File: config.mk
export PLATFORM = sky130hd
export DESIGN_NAME = store_write_buffer
export DESIGN_NICKNAME = d
export VERILOG_FILES = /design/src/rtl/store_write_buffer_pkg.sv /design/src/rtl/store_write_buffer.sv
export SDC_FILE = /design/constraint.sdc
export NUM_CORES = 1
export LEC_CHECK = 0
export CAP_MARGIN = 10
export CORE_MARGIN = 10
export CORE_UTILIZATION = 50
export DETAILED_ROUTE_END_ITERATION = 7
export PLACE_DENSITY = 0.76
export RECOVER_POWER = 100
export SYNTH_ARGS = -nofsm -noshare
export SYNTH_HDL_FRONTEND = slang
export SYNTH_SLANG_ARGS = --single-unit
File: constraint.sdc
create_clock -name clk -period 8.2 [get_ports clk]
set_input_delay 1.23 -clock clk [delete_from_list [all_inputs] [get_ports clk]]
set_output_delay 1.23 -clock clk [all_outputs]
set_load 0.05 [all_outputs]
File: src/rtl/store_write_buffer_pkg.sv
// Shared types and helpers for the store write buffer.
package store_write_buffer_pkg;

   // One buffered store: word address, merged lane enables, merged data and
   // the cache-management flag. The valid bit is kept separately so it can be
   // reset without resetting the payload.
   typedef struct packed {
      logic [29:0] word_addr;
      logic [3:0]  be;
      logic [31:0] data;
      logic        cache_op;
   } wb_entry_t;

   // Replace the bytes of old_data selected by be with the bytes of new_data.
   function automatic logic [31:0] merge_lanes(
      input logic [31:0] old_data,
      input logic [31:0] new_data,
      input logic [3:0]  be
   );
      logic [31:0] result;
      result = old_data;
      for (int i = 0; i < 4; i++) begin
         if (be[i]) result[8*i +: 8] = new_data[8*i +: 8];
      end
      return result;
   endfunction

endpackage

File: src/rtl/store_write_buffer.sv
// Store write buffer: a small in-order FIFO between the store queue and the
// data-cache write port. Back-to-back stores to the same word merge into the
// youngest entry; entries drain oldest-first over a valid/ready port, and a
// load word address is checked against every buffered entry.
module store_write_buffer
   import store_write_buffer_pkg::*;
#(
   parameter int DEPTH        = 4,
   parameter bit ENABLE_MERGE = 1'b1
) (
   input  logic        clk,
   input  logic        rst,

   input  logic        sq_valid,
   input  logic [31:0] sq_addr,
   input  logic [3:0]  sq_be,
   input  logic [31:0] sq_data,
   input  logic        sq_cache_op,
   output logic        sq_pop,

   output logic        mem_valid,
   input  logic        mem_ready,
   output logic [29:0] mem_addr,
   output logic [3:0]  mem_be,
   output logic [31:0] mem_data,
   output logic        mem_cache_op,

   input  logic [29:0] load_addr,
   output logic        load_conflict,

   input  logic        drain_req,
   output logic        empty,
   output logic        full
);

   localparam int             PTR_W      = $clog2(DEPTH);
   localparam logic [PTR_W:0] COUNT_FULL = (PTR_W + 1)'(DEPTH);

   wb_entry_t        entries [DEPTH];
   logic [DEPTH-1:0] valid;

   logic [PTR_W-1:0] head;
   logic [PTR_W-1:0] tail;
   logic [PTR_W-1:0] youngest;
   logic [PTR_W:0]   count;
   logic [PTR_W:0]   count_next;

   logic merge;
   logic accept;
   logic push;
   logic merge_en;
   logic pop;

   // The two low address bits only select lanes, which sq_be already encodes.
   logic unused_addr_bits;
   assign unused_addr_bits = ^sq_addr[1:0];

   assign youngest = tail - PTR_W'(1);

   // Merge decision: same word as the youngest entry, neither side a cache op,
   // merging not suppressed, and never touching an entry on the mem port.
   always_comb begin
      // NOTE: every always_comb output gets a default first so no path can
      // leave it unassigned and infer a latch.
      merge = 1'b0;
      if (ENABLE_MERGE && sq_valid && !drain_req && !sq_cache_op &&
          (count != '0) &&
          !entries[youngest].cache_op &&
          (entries[youngest].word_addr == sq_addr[31:2]) &&
          ((youngest != head) || !mem_valid)) begin
         merge = 1'b1;
      end
   end

   // A store is taken when it merges or a free slot exists at cycle start;
   // nothing is popped from the store queue while reset is asserted.
   assign accept   = sq_valid && !rst && (merge || !full);
   assign sq_pop   = accept;
   assign push     = accept && !merge;
   assign merge_en = accept && merge;

   // Oldest entry goes straight to the memory port.
   assign mem_valid    = !empty;
   assign mem_addr     = entries[head].word_addr;
   assign mem_be       = entries[head].be;
   assign mem_data     = entries[head].data;
   assign mem_cache_op = entries[head].cache_op;
   assign pop          = mem_valid && mem_ready;

   assign count_next = count + (PTR_W + 1)'(push) - (PTR_W + 1)'(pop);

   // Pointer, occupancy and valid-bit state; reset drops every entry and any
   // in-flight handshake.
   always_ff @(posedge clk) begin
      // NOTE: sequential state uses non-blocking assignments so every flop
      // samples pre-edge values regardless of statement order.
      if (rst) begin
         head  <= '0;
         tail  <= '0;
         count <= '0;
         valid <= '0;
         empty <= 1'b1;
         full  <= 1'b0;
      end else begin
         if (pop) begin
            valid[head] <= 1'b0;
            head        <= head + PTR_W'(1);
         end
         if (push) begin
            valid[tail] <= 1'b1;
            tail        <= tail + PTR_W'(1);
         end
         count <= count_next;
         empty <= (count_next == '0);
         full  <= (count_next == COUNT_FULL);
      end
   end

   // Entry payload: allocate at the tail or merge lanes into the youngest.
   always_ff @(posedge clk) begin
      // NOTE: the payload array is deliberately not reset; the valid bits and
      // pointers decide what is live, so stale payload is never observed.
      if (push) begin
         entries[tail] <= '{word_addr: sq_addr[31:2],
                            be:        sq_be,
                            data:      sq_data,
                            cache_op:  sq_cache_op};
      end else if (merge_en) begin
         entries[youngest].be   <= entries[youngest].be | sq_be;
         entries[youngest].data <= merge_lanes(entries[youngest].data, sq_data, sq_be);
      end
   end

   // Load-address conflict: any live entry at the load's word, cache ops
   // included so the check stays conservative.
   logic [DEPTH-1:0] conflict_hit;

   for (genvar g = 0; g < DEPTH; g++) begin : g_conflict
      assign conflict_hit[g] = valid[g] && (entries[g].word_addr == load_addr);
   end

   assign load_conflict = |conflict_hit;

endmodule

==> impl_metrics.tcl, run 1 <==
set metrics [dict create \
    cts_tree "built" \
    fin_crit_ns 6.97 \
    clk_root_buffer_cell "clkbuf_16" \
    cts_post_setup_buffers_inserted 0 \
    route.detailed.wl_per_inst_um 26.7 \
    mostFrequentLayoutCell "edfxtp_1" \
    synthFlopType "edfxtp_1" \
    drive_gt1_frac 0.191 \
    p_total_uw 4480 \
    layout-area-overhead-vs-synth_pct 21.5 \
    finalCritPeriodShare 0.850 \
    number_of_hold_violations_in_the_final_report 0 \
    required_arrival_time_at_the_worst_endpoint_ns 6.97 \
    worst_setup_path_end_kind "output pin" \
    largest_net_degree_at_the_start_of_global_routing 41 \
    tightestPinTransition_ns 2.50 \
    worst_setup_hold_path_clk_slew_ns 0.05 \
    design.portCount 176 \
    cts_made_buffers 31 \
    crit_path_cell_trace "buf_4, buf_4, mux4_2, xnor2_1, nand4_1, nor4_1, clkbuf_1, nand3_1, a21oi_1, dlygate4sd3_1" \
    grt-ovfl-total 0 \
    critPathMaxFanout 40 \
    clock_tree.buffer_depth 3 \
    synth_sequential_area_ratio 0.575 \
    max_freq_mhz 143 \
    detailed_place_hpwl_um 25900 \
    num_rows 62 \
    totalWireLength_um 37800 \
    outcome "finished with violations" \
    detail_route.iter0.violations 856 \
    chip_height_um 190 \
    globalplace.congestion 0.893 \
    detail_route.vias_per_cell 6.13 \
    layout.cells.most_common_list "268 x edfxtp_1, 134 x mux4_2, 107 x xnor2_1" \
    port_buffers 173 \
    setup_violations 0 \
    power.ir.vdd_worst_mv 0.193 \
    rsz_0062_raised_after_global_routing "false" \
    slowest_delay_ns 0.90 \
    core-area_um2 28700 \
    drv_cap 9 \
    yosys_warnings 0 \
    timing.reg2reg.worst_path_depth 11 \
    syn-instance-count 839 \
    holdCritPathClass "reg -> reg" \
    power-per-cell-area_nw_per_um2 254 \
    finish.utilization 0.614 \
    worstSetupPathType "reg -> out" \
    drt-pass1-iter-count 5 \
    grt_pass1_wl_um 58000 \
    postCtsResizedCells 0 \
    timing.critical_path.mode_cell "buf_4" \
    h-tree-depth 1 \
    post-route-drc-count 0 \
    rr_startpoint "tail[0]$_SDFFE_PP0N_" \
    synthesis.area_per_instance_um2 17.3 \
    timing.slew.headroom -0.668 \
    syn_area_um2 14500 \
    vias_in_the_first_global_route 9335 \
    hold_path_depth 2 \
    violations_in_the_final_reports "max-capacitance violations, max-slew violations" \
    die_x_um 190 \
    setup.worst_path.start "tail[0]$_SDFFE_PP0N_" \
    finalSetupTns_ns 0 \
    detailroute.via_count 8681 \
    synthArstFlopShare 0 \
    edff_count_synth 268 \
    synth_fp_nets 954 \
    floorplan.initialDensity 0.506 \
    clk-insertion-delay-late_ns 0.56 \
    initial_antenna_violation_count 3 \
    finalNetCount 1122 \
    gr-usage-all-layers 0.209 \
    power.leakage_uw 0.00548 \
    postSynthRegisterBits 283 \
    netlist_cell_types 39 \
    cp_data_arrival_time_ns 5.74 \
    final_skew_ns 0.0131 \
    cpMaxStageDelayCell "dlygate4sd3_1" \
    holdBufCountCts 0 \
    timing.hold.worst.start "count[0]$_SDFF_PP0_" \
    final.hold.worst_slack_ns 0.613 \
    maxSlewViolCount 281 \
    setup.worst_path.start_class "flop" \
    residual_antenna_violating_net_count_after_detailed_routing 0 \
    cts_num_sinks 283 \
    die_area_um2 36200 \
]
==> area by class of cell <==
class,count,area (µm²)
clock buffer,34,787
sequential,283,8350
antenna,1,2.50
timing repair buffer,192,1830
inverter,11,41.3
clock inverter,24,246
tap,384,480
fill,2155,11100
multi-input combinational,488,5900
==> layer usage <==
layer | share of wire | routed length [µm] | track usage
met1 | 0.40 | 15200 | 0.281
met2 | 0.50 | 18800 | 0.340
met3 | 0.083 | 3120 | 0.0483
met4 | 0.018 | 665 | 0.0463
met5 | 0.00034 | 13 | 0
==> metrics by stage <==
step	setup slack (ns)	cell area (µm²)	std cells
global placement	2.23	16700	1358
CTS	1.66	17800	1416
global route	0.728	17600	1417
floorplan	2.34	14500	839
finish	1.23	17600	1417
detailed placement	2.28	16700	1358
==> power breakdown <==
part           total [µW]  internal [µW]  switching, µW
clock                1380            822            562
sequential           1760           1670           83.4
combinational        1340            555            784
total                4480           3050           1430
==> flip-flops by register name, summed over array words and instances (netlist names), named ones only <==
register and cells:
valid 4, full 1, count 3, empty 1
entries 268, head 2, tail 2
==> kinds of logic after synthesis <==
logic type | after synthesis | synth area share
DFF | 283 | 0.575
muxes | 166 | 0.233
xor gates and xnor gates | 154 | 0.0929
and+or+nand+nor | 130 | 0.0557
buffers and inverters | 68 | 0.0186
AOI/OAI and AO/OA | 27 | 0.0147
adders and majority gates | 11 | 0.0100
==> final timing paths <==
check	endpoint	slack, ns
setup / recovery	sq_pop	1.23
hold / removal	full$_SDFF_PP0_	0.61
setup reg to reg	entries[0][27]$_DFFE_PP_	1.24
hold reg to reg	full$_SDFF_PP0_	0.61
==> synth_stat cells (2+ instances only) <==
| library cell | n | area (µm²) |
|---|---|---|
| a21boi_0 | 4 | 30.0 |
| a21o_1 | 3 | 22.5 |
| a21oi_1 | 2 | 10.0 |
| a31oi_1 | 2 | 12.5 |
| a32o_1 | 5 | 50.1 |
| and2_1 | 33 | 206 |
| and4_1 | 2 | 17.5 |
| buf_1 | 10 | 37.5 |
| buf_2 | 9 | 45.0 |
| clkbuf_1 | 37 | 139 |
| dfxtp_1 | 15 | 300 |
| edfxtp_1 | 268 | 8050 |
| ha_1 | 10 | 125 |
| inv_1 | 11 | 41.3 |
| mux2_2 | 32 | 360 |
| mux4_2 | 134 | 3020 |
| nand2_1 | 8 | 30.0 |
| nand2b_1 | 2 | 12.5 |
| nand3_1 | 6 | 30.0 |
| nand4_1 | 34 | 213 |
| nand4_2 | 3 | 37.5 |
| nor2_1 | 13 | 48.8 |
| nor2b_1 | 4 | 25.0 |
| nor3_1 | 4 | 20.0 |
| nor4_1 | 18 | 113 |
| o21bai_1 | 4 | 30.0 |
| o2bb2ai_1 | 2 | 17.5 |
| xnor2_1 | 107 | 937 |
| xor2_1 | 47 | 412 |
==> critical path: cells and delay by family (launching register included) <==
| kind | cells | cell delay, ns |
|---|---|---|
| compound gates | 1 | 0.22 |
| xor+xnor | 1 | 0.21 |
| buf+inv | 4 | 2.88 |
| flops | 1 | 0.33 |
| mux | 1 | 0.61 |
| simple gates | 3 | 0.87 |
Power figures use the tool's default switching activity.
==> run 2, diff against run 1 <==
--- a/config.mk
+++ b/config.mk
@@ -5,11 +5,12 @@
 export SDC_FILE = /design/constraint.sdc
 export NUM_CORES = 1
 export LEC_CHECK = 0
+export ABC_AREA = 1
 export CAP_MARGIN = 10
 export CORE_MARGIN = 10
 export CORE_UTILIZATION = 50
 export DETAILED_ROUTE_END_ITERATION = 7
-export PLACE_DENSITY = 0.76
+export PLACE_DENSITY = 0.75
 export RECOVER_POWER = 100
 export SYNTH_ARGS = -nofsm -noshare
 export SYNTH_HDL_FRONTEND = slang
==> impl_metrics.tcl, run 2 <==
set metrics [dict create \
    cp_data_arrival_time_ns 6.09 \
    cts_made_buffers 29 \
    syn-instance-count 1826 \
    totalWireLength_um 53500 \
    grt-ovfl-total 0 \
    synth.top_cell.area_share 0.512 \
    drt-pass1-iter-count 6 \
    synth.area.mux_share 0 \
    max_freq_mhz 137 \
    setup.worst_path.start_class "flop" \
    grt_pass1_wl_um 80900 \
    netlist_top_cells_area "edfxtp_1 51%, nand2_1 11%, o21ai_0 7.2%" \
    ranking_of_synthesized_cells_by_instance_count "455 x nand2_1, 268 x edfxtp_1, 225 x o21ai_0, 214 x nor2_1, 129 x inv_1" \
    synth_fp_nets 1941 \
    die_x_um 197 \
    synthesis.area_per_instance_um2 8.61 \
    postCtsResizedCells 0 \
    floorplan.initialDensity 0.510 \
    outcome "finished with violations" \
    synth_compound_gate_area_share 0.162 \
    detailroute.via_count 14500 \
    globalplace.congestion 0.977 \
    residual_antenna_violating_net_count_after_detailed_routing 0 \
    synth-simple-area-share 0.213 \
    clk_root_buffer_cell "clkbuf_16" \
    worst-r2r-setup-slack_ns 1.00 \
    setup_violations 0 \
    largest_register_ffs 268 \
    fin_crit_ns 7.32 \
    wl_met1_um 20400 \
    violations_in_the_final_reports "max-capacitance violations, max-slew violations" \
    met3_wirelength_um 5820 \
    layout-area-overhead-vs-synth_pct 17.2 \
    worst_setup_hold_path_clk_slew_ns 0.06 \
    h-tree-depth 1 \
    detailed_place_hpwl_um 36400 \
    design.portCount 176 \
    worstSetupPathType "reg -> out" \
    finalCritPeriodShare 0.893 \
    filler_cell_count 2606 \
    detail_route.vias_per_cell 6.13 \
    netlist_cell_types 41 \
    route.detailed.wl_per_inst_um 22.6 \
    critPathMaxFanout 82 \
    tightestPinTransition_ns 2.50 \
    final_skew_ns 0.0240 \
    worst_setup_path_end_kind "output pin" \
    timing.slew.headroom -0.666 \
    synthFlopType "edfxtp_1" \
    post_synth_fa_ha_maj_area_fraction 0.00923 \
    cts_post_setup_buffers_inserted 0 \
    power.leakage_uw 0.00714 \
    num_antenna_cells 0 \
    gr-usage-all-layers 0.266 \
    clk-insertion-delay-late_ns 0.56 \
    syn_area_um2 15700 \
    drv_cap 11 \
    layout_top_registers "entries x268, valid x4, count x3" \
    postSynthRegisterBits 283 \
    cts_num_sinks 283 \
    wl_met2_um 24800 \
    netlist.top_cell.by_area "edfxtp_1" \
    edff_count_synth 268 \
    rsz_0062_raised_after_global_routing "false" \
    holdCritPathClass "reg -> reg" \
    highest_layer_used_for_signal_routing "met5" \
    mostFrequentLayoutCell "nand2_1" \
    power.ir.vdd_worst_mv 0.232 \
    yosys_warnings 0 \
    required_arrival_time_at_the_worst_endpoint_ns 6.97 \
    initial_antenna_violation_count 2 \
    post-synth-top-count-cell "nand2_1" \
    clock_tree.buffer_depth 3 \
    holdBufCountCts 0 \
    chip_height_um 197 \
    num_rows 64 \
    combinational_family_with_the_most_area_after_synthesis "simple AND/OR/NAND/NOR gates" \
    number_of_hold_violations_in_the_final_report 0 \
    die_area_um2 39000 \
    maxSlewViolCount 343 \
    registers.top_by_ff_count "entries" \
    layout.cells.most_common_list "457 x nand2_1, 268 x edfxtp_1, 241 x o21ai_0" \
    synth-xor-area-share 0.0234 \
    power-per-cell-area_nw_per_um2 248 \
    detail_route.iter0.violations 1721 \
    synthArstFlopShare 0 \
    finalSetupTns_ns 0 \
    finalNetCount 2063 \
    core-area_um2 30800 \
    largest_net_degree_at_the_start_of_global_routing 89 \
    cts_tree "built" \
    vias_in_the_first_global_route 14000 \
    synth_sequential_area_ratio 0.531 \
    finish.utilization 0.598 \
    post-route-drc-count 0 \
    drive_gt1_frac 0.0309 \
    port_buffers 173 \
]
-- run 2: changes by cell type after synthesis, moves of 40 or more --
| cell | previous run | this run |
|---|---|---|
| o21ai_0 | 0 | 225 |
| nand3_1 | 6 | 111 |
| inv_1 | 11 | 129 |
| o22ai_1 | 0 | 99 |
| mux4_2 | 134 | 0 |
| nor2_1 | 13 | 214 |
| a21oi_1 | 2 | 42 |
| nand2_1 | 8 | 455 |
| xnor2_1 | 107 | 19 |
-- run 2: logic make-up (layout without fill, tap and decap cells) --
group / after synthesis / in the layout
AO/OA/AOI/OAI: 431 / 431
buffers and inverters: 235 / 380
adder cells (fa/ha/maj): 11 / 11
AND/OR/NAND/NOR: 824 / 824
XOR/XNOR: 42 / 42
flip-flops: 283 / 283
-- run 2: stage by stage --
stage	instances	setup slack [ns]	hold slack, ns	total power [µW]	cell area [µm²]
after floorplan	1826	3.26	0.440	2800	15700
after global placement	2313	2.04	0.496	3360	17700
after detailed placement	2313	1.98	0.494	3390	17700
after CTS	2367	1.37	0.504	4620	18600
after global routing	2367	0.566	0.517	4750	18400
final	2367	0.877	0.502	4570	18400
-- run 2: area by class of cell --
cell class / count / area [µm²] / area share
flip-flops and latches: 283 / 8350 / 0.453
multi-input cells: 1308 / 6340 / 0.344
repair buffers: 192 / 1850 / 0.100
clock buffers: 41 / 771 / 0.0418
inverters: 134 / 510 / 0.0277
well taps: 396 / 495 / 0.0269
clock inverters: 13 / 110 / 0.00597
-- run 2: worst paths after layout --
kind / from / to / cells after the start
max: flop / mem_cache_op / 6
max reg2reg: tail[0]$_SDFFE_PP0N_ / entries[1][66]$_DFFE_PP_ / 17
min reg2reg: valid[0]$_SDFF_PP0_ / valid[0]$_SDFF_PP0_ / 2
min: valid[0]$_SDFF_PP0_ / valid[0]$_SDFF_PP0_ / 2
-- run 2: power by group --
part / total, µW / switching [µW] / internal, µW
logic: 1610 / 1160 / 451
clock network: 1250 / 534 / 713
registers: 1720 / 69.6 / 1650
-- run 2: metal layers --
layer	vias up	track usage
met5	-	0
met4	4	0.117
met3	164	0.0509
met2	872	0.432
met1	6879	0.341
li1	6594	-
-- run 2: critical path: stages (launching register included) --
cell and delay, ns:
dfxtp_1 1.80, inv_4 0.69, clkbuf_2 1.06, o21ai_0 0.48
a21oi_1 0.08, a21oi_1 0.38, dlygate4sd3_1 0.94
